<file path="src/rtl/bin_pixel_packer_if.sv">
// Pixel-in / packed-word-out bus of bin_pixel_packer; the packer sits on the slave modport.
interface bin_pixel_packer_if #(
  parameter int PACK_WIDTH = 8,
  parameter int ADDR_WIDTH = 16
);
  logic                  sobel;
  logic                  sobel_valid;
  logic                  sobel_hsync;
  logic                  sobel_vsync;
  logic [PACK_WIDTH-1:0] wr_data;
  logic [ADDR_WIDTH-1:0] wr_addr;
  logic                  wr_valid;
  logic                  wr_ready;
  logic                  frame_done;
  logic                  overflow;

  modport master (
    output sobel, sobel_valid, sobel_hsync, sobel_vsync, wr_ready,
    input  wr_data, wr_addr, wr_valid, frame_done, overflow
  );

  modport slave (
    input  sobel, sobel_valid, sobel_hsync, sobel_vsync, wr_ready,
    output wr_data, wr_addr, wr_valid, frame_done, overflow
  );
endinterface

</file>
<file path="src/rtl/bin_pixel_packer.sv">
// Packs binary edge pixels LSB-first into words and queues {addr, word} in a FWFT FIFO.
// Define BIN_PACKER_LINE_PAD_EN to zero-pad and flush the partial word at every line end.
module bin_pixel_packer #(
  parameter int PACK_WIDTH = 8,
  parameter int FIFO_DEPTH = 16,
  parameter int ADDR_WIDTH = 16
) (
  input  logic              clk,
  input  logic              reset_p,
  bin_pixel_packer_if.slave bus
);
  localparam int BW = $clog2(PACK_WIDTH);
  localparam int PW = $clog2(FIFO_DEPTH);
  localparam int CW = PW + 1;

  typedef enum logic [1:0] {IDLE, ACTIVE, DRAIN} state_t;
  typedef struct packed {
    logic [ADDR_WIDTH-1:0] addr;
    logic [PACK_WIDTH-1:0] data;
  } entry_t;

  state_t                state;
  logic                  vs_q;
  logic [BW-1:0]         bit_cnt;
  logic [PACK_WIDTH-1:0] pack_q;
  logic [PACK_WIDTH-1:0] word_next;
  logic [ADDR_WIDTH-1:0] addr_cnt;
  logic                  pend_vld;
  entry_t                pend;
  entry_t                mem [FIFO_DEPTH];
  entry_t                head;
  logic [PW-1:0]         rd_ptr, wr_ptr;
  logic [CW-1:0]         count;
  logic                  done_q, ovf_q;
  logic                  vs_rise, vs_fall, line_end, accept, last_bit, flush;
  logic                  empty, full, pop, do_push, drop;

  assign vs_rise  = bus.sobel_vsync & ~vs_q;
  assign vs_fall  = ~bus.sobel_vsync & vs_q;
  assign accept   = (state == ACTIVE) & bus.sobel_valid & bus.sobel_hsync & bus.sobel_vsync;
  assign last_bit = (bit_cnt == BW'(PACK_WIDTH - 1));

`ifdef BIN_PACKER_LINE_PAD_EN
  logic hs_q;
  always_ff @(posedge clk) hs_q <= bus.sobel_hsync;
  assign line_end = hs_q & ~bus.sobel_hsync;
`else
  assign line_end = 1'b0;
`endif

  // pack_q keeps unused upper bits at zero, so a flushed partial word is already padded
  assign flush = (state == ACTIVE) & (vs_fall | line_end) & (bit_cnt != '0);

  always_comb begin
    word_next          = pack_q;
    word_next[bit_cnt] = bus.sobel;
  end

  assign empty   = (count == '0);
  assign full    = (count == CW'(FIFO_DEPTH));
  assign pop     = ~empty & bus.wr_ready;
  assign do_push = pend_vld & (~full | pop);
  assign drop    = pend_vld & full & ~pop;

  always_ff @(posedge clk) begin
    if (reset_p) begin
      state    <= IDLE;
      vs_q     <= bus.sobel_vsync;  // a vsync already high is not a new frame start
      bit_cnt  <= '0;
      pack_q   <= '0;
      addr_cnt <= '0;
      pend_vld <= 1'b0;
      pend     <= '0;
      rd_ptr   <= '0;
      wr_ptr   <= '0;
      count    <= '0;
      done_q   <= 1'b0;
      ovf_q    <= 1'b0;
    end else begin
      vs_q     <= bus.sobel_vsync;
      done_q   <= 1'b0;
      pend_vld <= 1'b0;
      if (do_push) wr_ptr <= wr_ptr + 1'b1;
      if (pop)     rd_ptr <= rd_ptr + 1'b1;
      count <= count + CW'(do_push) - CW'(pop);
      if (drop) ovf_q <= 1'b1;

      // completed words take their address here; a dropped word still consumes one
      if (accept) begin
        if (last_bit) begin
          pend_vld <= 1'b1;
          pend     <= {addr_cnt, word_next};
          addr_cnt <= addr_cnt + 1'b1;
          bit_cnt  <= '0;
          pack_q   <= '0;
        end else begin
          pack_q  <= word_next;
          bit_cnt <= bit_cnt + 1'b1;
        end
      end else if (flush) begin
        pend_vld <= 1'b1;
        pend     <= {addr_cnt, pack_q};
        addr_cnt <= addr_cnt + 1'b1;
        bit_cnt  <= '0;
        pack_q   <= '0;
      end

      case (state)
        IDLE:    if (vs_rise) state <= ACTIVE;
        ACTIVE:  if (vs_fall) state <= DRAIN;
        DRAIN: begin
          if (vs_rise) begin
            done_q <= 1'b1;
            state  <= ACTIVE;
          end else if (empty && !pend_vld) begin
            done_q <= 1'b1;
            state  <= IDLE;
          end
        end
        default: state <= IDLE;
      endcase

      if (vs_rise) begin
        addr_cnt <= '0;
        bit_cnt  <= '0;
        pack_q   <= '0;
        ovf_q    <= 1'b0;
      end
    end
  end

  always_ff @(posedge clk) begin
    if (do_push) mem[wr_ptr] <= pend;
  end

  assign head           = mem[rd_ptr];
  assign bus.wr_valid   = ~empty;
  assign bus.wr_data    = empty ? '0 : head.data;
  assign bus.wr_addr    = empty ? '0 : head.addr;
  assign bus.frame_done = done_q;
  assign bus.overflow   = ovf_q;
endmodule

</file>
<file path="src/flat_wrapper.sv">
// flat-port wrapper written by rule: the top's interface ports become plain ports
module bin_pixel_packer_flat 
#(
  parameter int PACK_WIDTH = 8,
  parameter int FIFO_DEPTH = 16,
  parameter int ADDR_WIDTH = 16
)
  (clk, reset_p, bus_sobel, bus_sobel_valid, bus_sobel_hsync, bus_sobel_vsync, bus_wr_ready, bus_wr_data, bus_wr_addr, bus_wr_valid, bus_frame_done, bus_overflow);
  bin_pixel_packer_if #(.PACK_WIDTH(PACK_WIDTH), .ADDR_WIDTH(ADDR_WIDTH)) bus_i ();
  input  logic clk;
  input  logic reset_p;
  input wire logic [$bits(bus_i.sobel)-1:0] bus_sobel;
  input wire logic [$bits(bus_i.sobel_valid)-1:0] bus_sobel_valid;
  input wire logic [$bits(bus_i.sobel_hsync)-1:0] bus_sobel_hsync;
  input wire logic [$bits(bus_i.sobel_vsync)-1:0] bus_sobel_vsync;
  input wire logic [$bits(bus_i.wr_ready)-1:0] bus_wr_ready;
  output wire logic [$bits(bus_i.wr_data)-1:0] bus_wr_data;
  output wire logic [$bits(bus_i.wr_addr)-1:0] bus_wr_addr;
  output wire logic [$bits(bus_i.wr_valid)-1:0] bus_wr_valid;
  output wire logic [$bits(bus_i.frame_done)-1:0] bus_frame_done;
  output wire logic [$bits(bus_i.overflow)-1:0] bus_overflow;
  assign bus_i.sobel = bus_sobel;
  assign bus_i.sobel_valid = bus_sobel_valid;
  assign bus_i.sobel_hsync = bus_sobel_hsync;
  assign bus_i.sobel_vsync = bus_sobel_vsync;
  assign bus_i.wr_ready = bus_wr_ready;
  assign bus_wr_data = bus_i.wr_data;
  assign bus_wr_addr = bus_i.wr_addr;
  assign bus_wr_valid = bus_i.wr_valid;
  assign bus_frame_done = bus_i.frame_done;
  assign bus_overflow = bus_i.overflow;
  bin_pixel_packer #(.PACK_WIDTH(PACK_WIDTH), .FIFO_DEPTH(FIFO_DEPTH), .ADDR_WIDTH(ADDR_WIDTH)) u_core (.clk(clk), .reset_p(reset_p), .bus(bus_i));
endmodule
</file>
<file path="config.mk">
export PLATFORM = sky130hd
export DESIGN_NAME = bin_pixel_packer_flat
export DESIGN_NICKNAME = d
export VERILOG_FILES = /design/src/rtl/bin_pixel_packer_if.sv /design/src/rtl/bin_pixel_packer.sv /design/src/flat_wrapper.sv
export SDC_FILE = /design/constraint.sdc
export NUM_CORES = 1
export LEC_CHECK = 0
export CORE_UTILIZATION = 55
export CTS_CLUSTER_DIAMETER = 120
export DETAILED_ROUTE_END_ITERATION = 12
export GPL_ROUTABILITY_DRIVEN = 0
export PLACE_DENSITY = 0.7
export SYNTH_ARGS = -nofsm -noshare
export SYNTH_HDL_FRONTEND = slang
export SYNTH_SLANG_ARGS = --single-unit
</file>
<file path="constraint.sdc">
create_clock -name clk -period 10.71 [get_ports clk]
set_input_delay 1.071 -clock clk [delete_from_list [all_inputs] [get_ports clk]]
set_output_delay 1.071 -clock clk [all_outputs]
set_load 0.1 [all_outputs]
</file>
# Yosys cells after proc, flatten, opt, wreduce, memory -nomap -nowiden
# Memories as Yosys holds them, arrays and structs flattened. A register that Yosys moved wholly into a read port is not among the register bits.
# Cells that the tools add are included.
classes:
  mux: 31
  reduce_logical: 11
  magnitude_cmp: 2
  n_eq_ne: 8
  n_addsub: 6
  bitwise: 18
op_table:
  columns: ["operator", "n"]
  rows:
  - ["2-to-1 mux 24 bit", 3]
  - ["2-to-1 mux 16 bit", 4]
  - ["2-to-1 mux 8 bit", 4]
  - ["adder 16 x 1 -> 16 bit (second input constant)", 1]
  - ["bitwise AND 1 bit", 11]
  - ["2-to-1 mux 3 bit", 3]
  - ["adder 4 x 1 -> 4 bit (second input constant)", 2]
  - ["bitwise mux 8 bit", 1]
  - ["2-to-1 mux 1 bit", 8]
  - ["2-to-1 mux 2 bit", 4]
  - ["2-to-1 mux 4 bit", 2]
  - ["inverter 1 bit", 6]
  - ["one-hot mux 2 bit (3 select lines)", 1]
  - ["adder 5 x 1 -> 5 bit", 1]
  - ["== test 5 bit (second input constant)", 1]
  - ["logical NOT 5 bit", 1]
  - ["subtractor 5 x 1 -> 5 bit", 1]
  - ["less-than comparator 3 x 4 -> 1 bit (second input constant)", 1]
  - ["!= test 2 x 1 -> 1 bit (second input constant)", 2]
  - ["OR reduction 2 bit", 2]
  - ["adder 3 x 1 -> 3 bit (second input constant)", 1]
  - ["demux 1 bit (select 3 bit)", 1]
  - ["== test 3 bit (second input constant)", 1]
  - ["greater-or-equal comparator 3 x 1 -> 1 bit (second input constant)", 1]
  - ["12 further kinds", 13]
word_totals:
  memories: 1
  out_inout_bits: 27
  mem_bits_rw: 384
  ff_bits: 70
  input_bits: 7
memory_table:
  columns: ["name", "words", "word_bits", "read_ports", "rd_clocked_by_memory_dff", "write_ports", "line_no", "rtl"]
  rows:
  - ["u_core.mem", 16, 24, 1, 1, 1, "bin_pixel_packer.sv:30", "entry_t mem [FIFO_DEPTH];"]

# Depth between registers and ports, before layout
# Gate-level depths: netlist of the first run.
depth:
  ltp_word: 7
  ltp_mapped: 17
  ltp_nobuf: 16

# Worst setup path after synthesis of the first run
# Ideal clock, no wire load.
synth_path:
  path_type: "register -> output"
  startpoint: "register u_core.count[2]"
  endpoint: "output bus_wr_addr[10]"
  required_time_ns: 9.639
  n_path_buf: 2
  arrival_ns: 3.168
  slack_ns: 6.471
  path_stages_with_launch: 9
  path_cell_list: "dfxtp_1 inv_1 ha_1 nor3b_1 nand2b_1 buf_2 nand2_1 clkbuf_1 o22ai_1"
synth_between:
  elab_chain_cells: 2
synth_lines:
  columns: ["element", "line_no", "rtl"]
  rows:
  - ["start: declaration", "bin_pixel_packer.sv:33", "logic [CW-1:0] count;"]
  - ["start signal: assignment", "bin_pixel_packer.sv:85", "count <= count + CW'(do_push) - CW'(pop);"]
  - ["logical NOT 5 bit", "bin_pixel_packer.sv:59", "assign empty = (count == '0);"]
  - ["2-to-1 mux 16 bit", "bin_pixel_packer.sv:139", "assign bus.wr_addr = empty ? '0 : head.addr;"]
  - ["end: declaration", "flat_wrapper.sv:18", "output wire logic [$bits(bus_i.wr_addr)-1:0] bus_wr_addr;"]
# No other way between the ends.

==> results of run 1 <==
==> cell type report <==
| cell class | count | area (um2) | share of cell area (%) |
|---|---|---|---|
| flip-flops and latches | 458 | 13000 | 64.5 |
| multi-input cells | 465 | 4640 | 23.0 |
| clock buffers | 56 | 1220 | 6.05 |
| well taps | 435 | 544 | 2.70 |
| repair buffers | 45 | 415 | 2.06 |
| clock inverters | 26 | 274 | 1.36 |
| inverters | 15 | 56.3 | 0.279 |
==> registers in the layout, indices dropped and copies added (netlist names), 2 cells and up, named ones only <==
name             count
u_core.pack_q        8
u_core.count         5
u_core.wr_ptr        4
u_core.bit_cnt       3
u_core.mem         384
u_core.rd_ptr        4
u_core.addr_cnt     16
u_core.state         2
u_core.pend         24
==> power by group through the flow <==
stage,logic (W),registers (W),clock network [W]
after global placement,0.000630,0.00200,0
after CTS,0.000634,0.00196,0.00160
after floorplan,0.000545,0.00196,0
after detailed placement,0.000633,0.00200,0
after global routing,0.000666,0.00197,0.00167
final,0.000624,0.00196,0.00158
==> through the flow <==
step / instance area [um2] / utilization, % / std cells / worst slack, ns
after floorplan: 17900 / - / 997 / 6.47
after global placement: 18700 / 58.8 / 1418 / 6.03
after detailed placement: 18700 / 58.8 / 1418 / 6.04
after CTS: 20200 / 63.5 / 1500 / 5.45
after global routing: 20200 / 63.5 / 1500 / 5.28
final: 20200 / 63.5 / 1500 / 5.56
==> cells by family (layout without fill, tap and decap cells) <==
family / count (synthesis) / after routing / share of synthesized area, %
DFF: 458 / 458 / 72.8
and+or+nand+nor: 176 / 176 / 4.54
muxes: 152 / 152 / 15.2
AOI/OAI and AO/OA: 103 / 103 / 3.56
buffers and inverters: 74 / 142 / 1.86
xor gates and xnor gates: 19 / 19 / 0.931
adders and majority gates: 15 / 15 / 1.09
==> layout by cell type, fill, tap and decap left out, drive strengths merged, types with 17 or more instances in the layout <==
cell | Yosys | routed
inv | 15 | 17
mux2i | 56 | 56
a21oi | 48 | 48
dfxtp | 74 | 74
clkdlybuf4s50 | 0 | 32
clkbuf | 27 | 56
o22ai | 24 | 24
nor2 | 65 | 65
nand2 | 61 | 61
edfxtp | 384 | 384
mux4 | 96 | 96
==> synthesized netlist by cell type (all sizes together) (3+ instances only) <==
master,instances,share of area [%]
a21oi,48,1.4
and2,3,0.10
buf,32,0.98
clkbuf,27,0.57
dfxtp,74,8.3
edfxtp,384,65
ha,14,0.98
inv,15,0.31
mux2i,56,3.1
mux4,96,12
nand2,61,1.3
nand2b,7,0.24
nand3,6,0.17
nand3b,4,0.17
nand4,4,0.17
nor2,65,1.4
nor3,7,0.20
nor3b,5,0.21
o2111ai,4,0.20
o211ai,13,0.55
o21ai,4,0.11
o22ai,24,0.84
or3,3,0.10
xnor2,4,0.20
xor2,15,0.73
==> critical path: cells and delay by family (launching register included) <==
family,cells,cell delay (ns)
buffers and inverters,2,2.02
DFF,1,0.61
muxes,2,0.45
AOI/OAI and AO/OA,1,0.35
==> layer usage <==
metal	vias up	routed length (um)	track usage, %
met4	0	925	6.89
met5	-	0	0
met2	242	16800	35.5
met1	4581	15700	32.1
met3	59	1920	2.99
li1	3994	-	-
==> path summary, 6_finish.rpt <==
kind | start | endpoint | slack, ns | cells past startpoint
worst max register to register | u_core.count[2] | u_core.mem[3][16] | 7.54 | 7
worst min-delay path | u_core.bus.overflow | u_core.bus.overflow | 0.50 | 2
worst min register to register | u_core.bus.overflow | u_core.bus.overflow | 0.50 | 2
worst max-delay path | flip-flop | bus_wr_data[3] | 5.56 | 5
==> flow_metrics.py, run 1 <==
metrics = {
    "synthesis": {
        "synth.yosys.warnings": 0,
        "mappedNetlistArea_um2": 17900,
        "synth-async-reset-ratio_pct": 0,
        "dominantRegCellSynth": "sky130_fd_sc_hd__edfxtp_1",
        "mappedNetlistNets": 1019,
        "yosys_register_bits": 458,
        "yosys.cell_types.count": 49,
        "edff_count_synth": 384,
        "syn_avg_cell_area_um2": 17.9,
        "postSynthCellCount": 997,
        "ys_seq_area_share_pct": 72.8,
    },
    "pwr": {
        "swShare_pct": 25.9,
        "power_per_unit_of_standard_cell_area_nw_per_um2": 206,
        "p_leak_nw": 6.74,
        "share_seq_of_total_power_pct": 47.1,
        "p_int_w": 0.00309,
        "power_w": 0.00417,
        "irDropWorstVdd_mv": 0.155,
        "pwr-share-clk_pct": 38.0,
        "comb_power_share_pct": 15.0,
        "net-switching-power_w": 0.00108,
    },
    "finish": {
        "fillers": 2203,
        "post_route_cells_drive_above_1_share_pct": 19.1,
        "syn_to_final_growth_pct": 12.9,
        "number_of_nets_in_the_final_layout": 1052,
        "antenna_cells_inserted": 0,
    },
    "drt": {
        "vias": 8876,
        "detail_route.vias_per_cell": 5.92,
        "drt_pass1_iterations": 5,
        "antenna_left": 0,
        "remaining_drc_errors": 0,
        "drt_first_iter_violations": 775,
        "routed_wire_length_per_instance_um": 23.6,
        "drt-total-wl_um": 35300,
    },
    "setup_path": {
        "setup.worst_path.end_class": "primary output",
        "worst-endpoint-required_ns": 9.64,
        "setup.worst_path.class": "flip-flop to primary output",
        "crit_fanout": 68,
        "start_kind": "flip-flop",
        "crit_path_top_delay_cell": "sky130_fd_sc_hd__clkdlybuf4s50_1",
        "crit_path_cells": "buf_4 -> mux4_2 -> mux2i_1 -> o22ai_1 -> clkdlybuf4s50_1",
        "slowest_delay_ns": 1.21,
        "worst_ep_arrival_time_ns": 4.07,
    },
    "clocking": {
        "numCtsBuffers": 45,
        "deepest_level_of_the_cts_h_tree": 2,
        "cts.hold.buffers_added": 0,
        "setup_bufs_post_cts": 0,
        "clockRootBuffer": "sky130_fd_sc_hd__clkbuf_16",
        "clk_pin_slew_ns": 0.06,
        "post_cts_sizing": 0,
        "cts_sinks": 458,
        "clock_tree_from_tritoncts": "yes",
        "cts-root-to-sink-buffers": 3,
        "clk-insertion-delay-late_ns": 0.54,
    },
    "hold_path": {
        "hold_path_class": "flip-flop to flip-flop",
    },
    "timing": {
        "finClkSkew_ns": 0.0140,
        "timing.final.crit_share_pct": 48.0,
        "fin_hold_ws_ns": 0.502,
        "slew_viol_final": 0,
        "finalSetupViolCount": 0,
        "crit_path_time_final_ns": 5.15,
        "rsz0062_at_grt": "no",
        "tightest_slew_ns": 1.14,
        "fmax_mhz": 194,
        "finalHoldViolCount": 0,
        "timing.slew.headroom_pct": 24.0,
        "fin_tns_setup_ns": 0,
    },
    "die": {
        "fp-row-count": 65,
        "die_x_um": 182,
        "io_pins": 34,
        "initial_util_pct": 56.2,
        "core_area_um2": 31800,
        "chipHeight_um": 182,
        "die-area_um2": 33200,
    },
    "run_status": {
        "status": "finished, final reports clean",
    },
    "placement": {
        "numPortBuffers": 33,
        "hpwl_um": 18500,
    },
    "global_routing": {
        "grt_antenna_before_repair": 0,
        "grt_start_max_net_pins": 69,
        "grt_pass1_wl_um": 54400,
        "grt_util_all_layers_pct": 22.2,
        "overflow": 0,
        "first_global_vias": 9045,
    },
    "flow_run": {
        "maxCapViolCount": 0,
    },
}
Power figures use the tool's default switching activity.
==> inputs of run 2 (changes only) <==
--- a/config.mk
+++ b/config.mk
@@ -9,7 +9,7 @@
 export CTS_CLUSTER_DIAMETER = 120
 export DETAILED_ROUTE_END_ITERATION = 12
 export GPL_ROUTABILITY_DRIVEN = 0
-export PLACE_DENSITY = 0.7
+export PLACE_DENSITY = 0.73
 export SYNTH_ARGS = -nofsm -noshare
 export SYNTH_HDL_FRONTEND = slang
 export SYNTH_SLANG_ARGS = --single-unit
==> constraint.sdc (replaced) <==
create_clock -name clk -period 4.7 [get_ports clk]
set_input_delay 0.47 -clock clk [delete_from_list [all_inputs] [get_ports clk]]
set_output_delay 0.47 -clock clk [all_outputs]
set_load 0.1 [all_outputs]
==> flow_metrics.py, run 2 (synthesized netlist as in run 1, its figures left out) <==
metrics = {
    "setup_path": {
        "crit_fanout": 13,
        "worst_r2r_path_depth": 16,
        "worst-endpoint-required_ns": 4.23,
        "start_kind": "flip-flop",
        "setup.worst_path.end_class": "primary output",
        "crit-reg2reg-capture": "u_core.count[4]",
        "setup.worst_path.class": "flip-flop to primary output",
        "most_used_cell_cp": "sky130_fd_sc_hd__buf_4",
        "slowest_delay_ns": 0.67,
        "worst-r2r-setup-slack_ns": 1.61,
        "crit_path_top_delay_cell": "sky130_fd_sc_hd__nand2_1",
        "worst_ep_arrival_time_ns": 3.16,
        "worstReg2RegStart": "u_core.count[2]",
        "crit_path_cells": "inv_1 -> ha_1 -> nor3b_1 -> nand2b_1 -> nand2_1 -> buf_4 -> o22ai_1 -> buf_4",
    },
    "die": {
        "die-area_um2": 33200,
        "io_pins": 34,
        "initial_util_pct": 56.2,
        "chipHeight_um": 182,
        "fp-row-count": 65,
        "die_x_um": 182,
        "core_area_um2": 31800,
    },
    "placement": {
        "cell_area_reported_after_detailed_placement_um2": 18700,
        "hpwl_um": 20300,
        "numPortBuffers": 33,
    },
    "finish": {
        "largest_reg_by_ff_count": "u_core.mem",
        "layout.cell_area.non_filler_um2": 20100,
        "reg_top3": "u_core.mem: 384 flops, u_core.pend: 24 flops, u_core.addr_cnt: 16 flops",
        "post_route_cells_drive_above_1_share_pct": 20.8,
        "share_of_the_core_filled_with_cells_in_the_final_layout_pct": 63.1,
        "area.sequential_um2": 13000,
        "syn_to_final_growth_pct": 12.2,
        "layout_common_cells": "sky130_fd_sc_hd__edfxtp_1, sky130_fd_sc_hd__mux4_2, sky130_fd_sc_hd__dfxtp_1",
        "largest_reg_flops": 384,
        "fillers": 2199,
        "antenna_cells_inserted": 0,
        "number_of_nets_in_the_final_layout": 1052,
        "layout_commonest_cell": "sky130_fd_sc_hd__edfxtp_1",
        "multiInputGateArea_um2": 4640,
    },
    "timing": {
        "fin_hold_ws_ns": 0.469,
        "timing.slew.headroom_pct": 21.4,
        "finalSetupViolCount": 0,
        "crit_path_time_final_ns": 3.63,
        "tightest_slew_ns": 1.18,
        "rsz0062_at_grt": "no",
        "fmax_mhz": 276,
        "timing.final.crit_share_pct": 77.2,
        "fin_tns_setup_ns": 0,
        "finalHoldViolCount": 0,
        "slew_viol_final": 0,
        "finClkSkew_ns": 0.0141,
    },
    "pwr": {
        "power_w": 0.00931,
        "power_per_unit_of_standard_cell_area_nw_per_um2": 464,
        "p_leak_nw": 6.85,
        "irDropWorstVdd_mv": 0.293,
    },
    "drt": {
        "routed_wire_length_per_instance_um": 22.7,
        "detail_route.vias_per_cell": 5.89,
        "drt-total-wl_um": 34000,
        "drt_first_iter_violations": 789,
        "antenna_left": 0,
        "drt_pass1_iterations": 5,
        "vias": 8848,
        "remaining_drc_errors": 0,
    },
    "run_status": {
        "status": "finished, final reports clean",
    },
    "clocking": {
        "numCtsBuffers": 45,
        "clk_pin_slew_ns": 0.06,
        "cts.hold.buffers_added": 0,
        "post_cts_sizing": 0,
        "clockRootBuffer": "sky130_fd_sc_hd__clkbuf_16",
        "setup_bufs_post_cts": 0,
        "clock_tree_from_tritoncts": "yes",
        "cts-root-to-sink-buffers": 3,
        "cts_sinks": 458,
        "clk-insertion-delay-late_ns": 0.54,
        "deepest_level_of_the_cts_h_tree": 2,
    },
    "global_routing": {
        "grt_start_max_net_pins": 48,
        "grt_pass1_wl_um": 52900,
        "grt_antenna_before_repair": 0,
        "first_global_vias": 8931,
        "overflow": 0,
        "grt_util_all_layers_pct": 21.3,
    },
    "hold_path": {
        "hold_path_class": "input port to flip-flop",
        "hold_depth": 1,
        "hold-path-endpoint": "u_core.vs_q",
        "worst_hold_startpoint": "bus_sobel_vsync",
    },
    "flow_run": {
        "maxCapViolCount": 0,
    },
}
-- run 2: routing by layer --
| layer | vias to the layer above | wire [um] | global-route usage (%) |
|---|---|---|---|
| met2 | 266 | 16200 | 32.9 |
| li1 | 3999 | - | - |
| met5 | - | 0 | 0 |
| met1 | 4536 | 15100 | 32.5 |
| met3 | 47 | 2210 | 2.91 |
| met4 | 0 | 572 | 5.38 |
-- run 2: how the worst max path moves through the flow --
stage,from,end,cells past startpoint
after floorplan,u_core.count[2],bus_wr_addr[10],8
after global placement,bus_wr_ready,u_core.mem[11][13],5
after detailed placement,bus_wr_ready,u_core.mem[12][15],5
after CTS,u_core.count[2],bus_wr_data[6],8
after global routing,u_core.count[2],bus_wr_data[6],8
final,u_core.count[2],bus_wr_data[6],8
-- run 2: cell type report --
| cell class | instances | share of cell area (%) |
|---|---|---|
| flip-flops and latches | 458 | 64.9 |
| multi-input cells | 465 | 23.1 |
| clock buffers | 63 | 6.26 |
| well taps | 435 | 2.71 |
| repair buffers | 45 | 1.96 |
| clock inverters | 20 | 0.730 |
| inverters | 15 | 0.281 |
-- run 2: stage by stage --
step	setup WS [ns]	instances
global placement	1.67	1418
CTS	1.06	1501
detailed placement	1.62	1418
global route	0.915	1501
floorplan	1.06	997
finish	1.07	1501
-- run 2: worst max-delay path, delay by kind of cell (launching register included) --
| kind | cells | cell delay [ns] |
|---|---|---|
| and+or+nand+nor | 3 | 1.33 |
| DFF | 1 | 0.32 |
| adders and majority gates | 1 | 0.14 |
| buffers and inverters | 3 | 0.69 |
| AOI/OAI and AO/OA | 1 | 0.15 |
-- run 2: report_power, final --
part           switching, W  internal [W]
combinational      0.000883      0.000534
sequential         0.000127       0.00437
clock               0.00142       0.00197
total               0.00243       0.00688
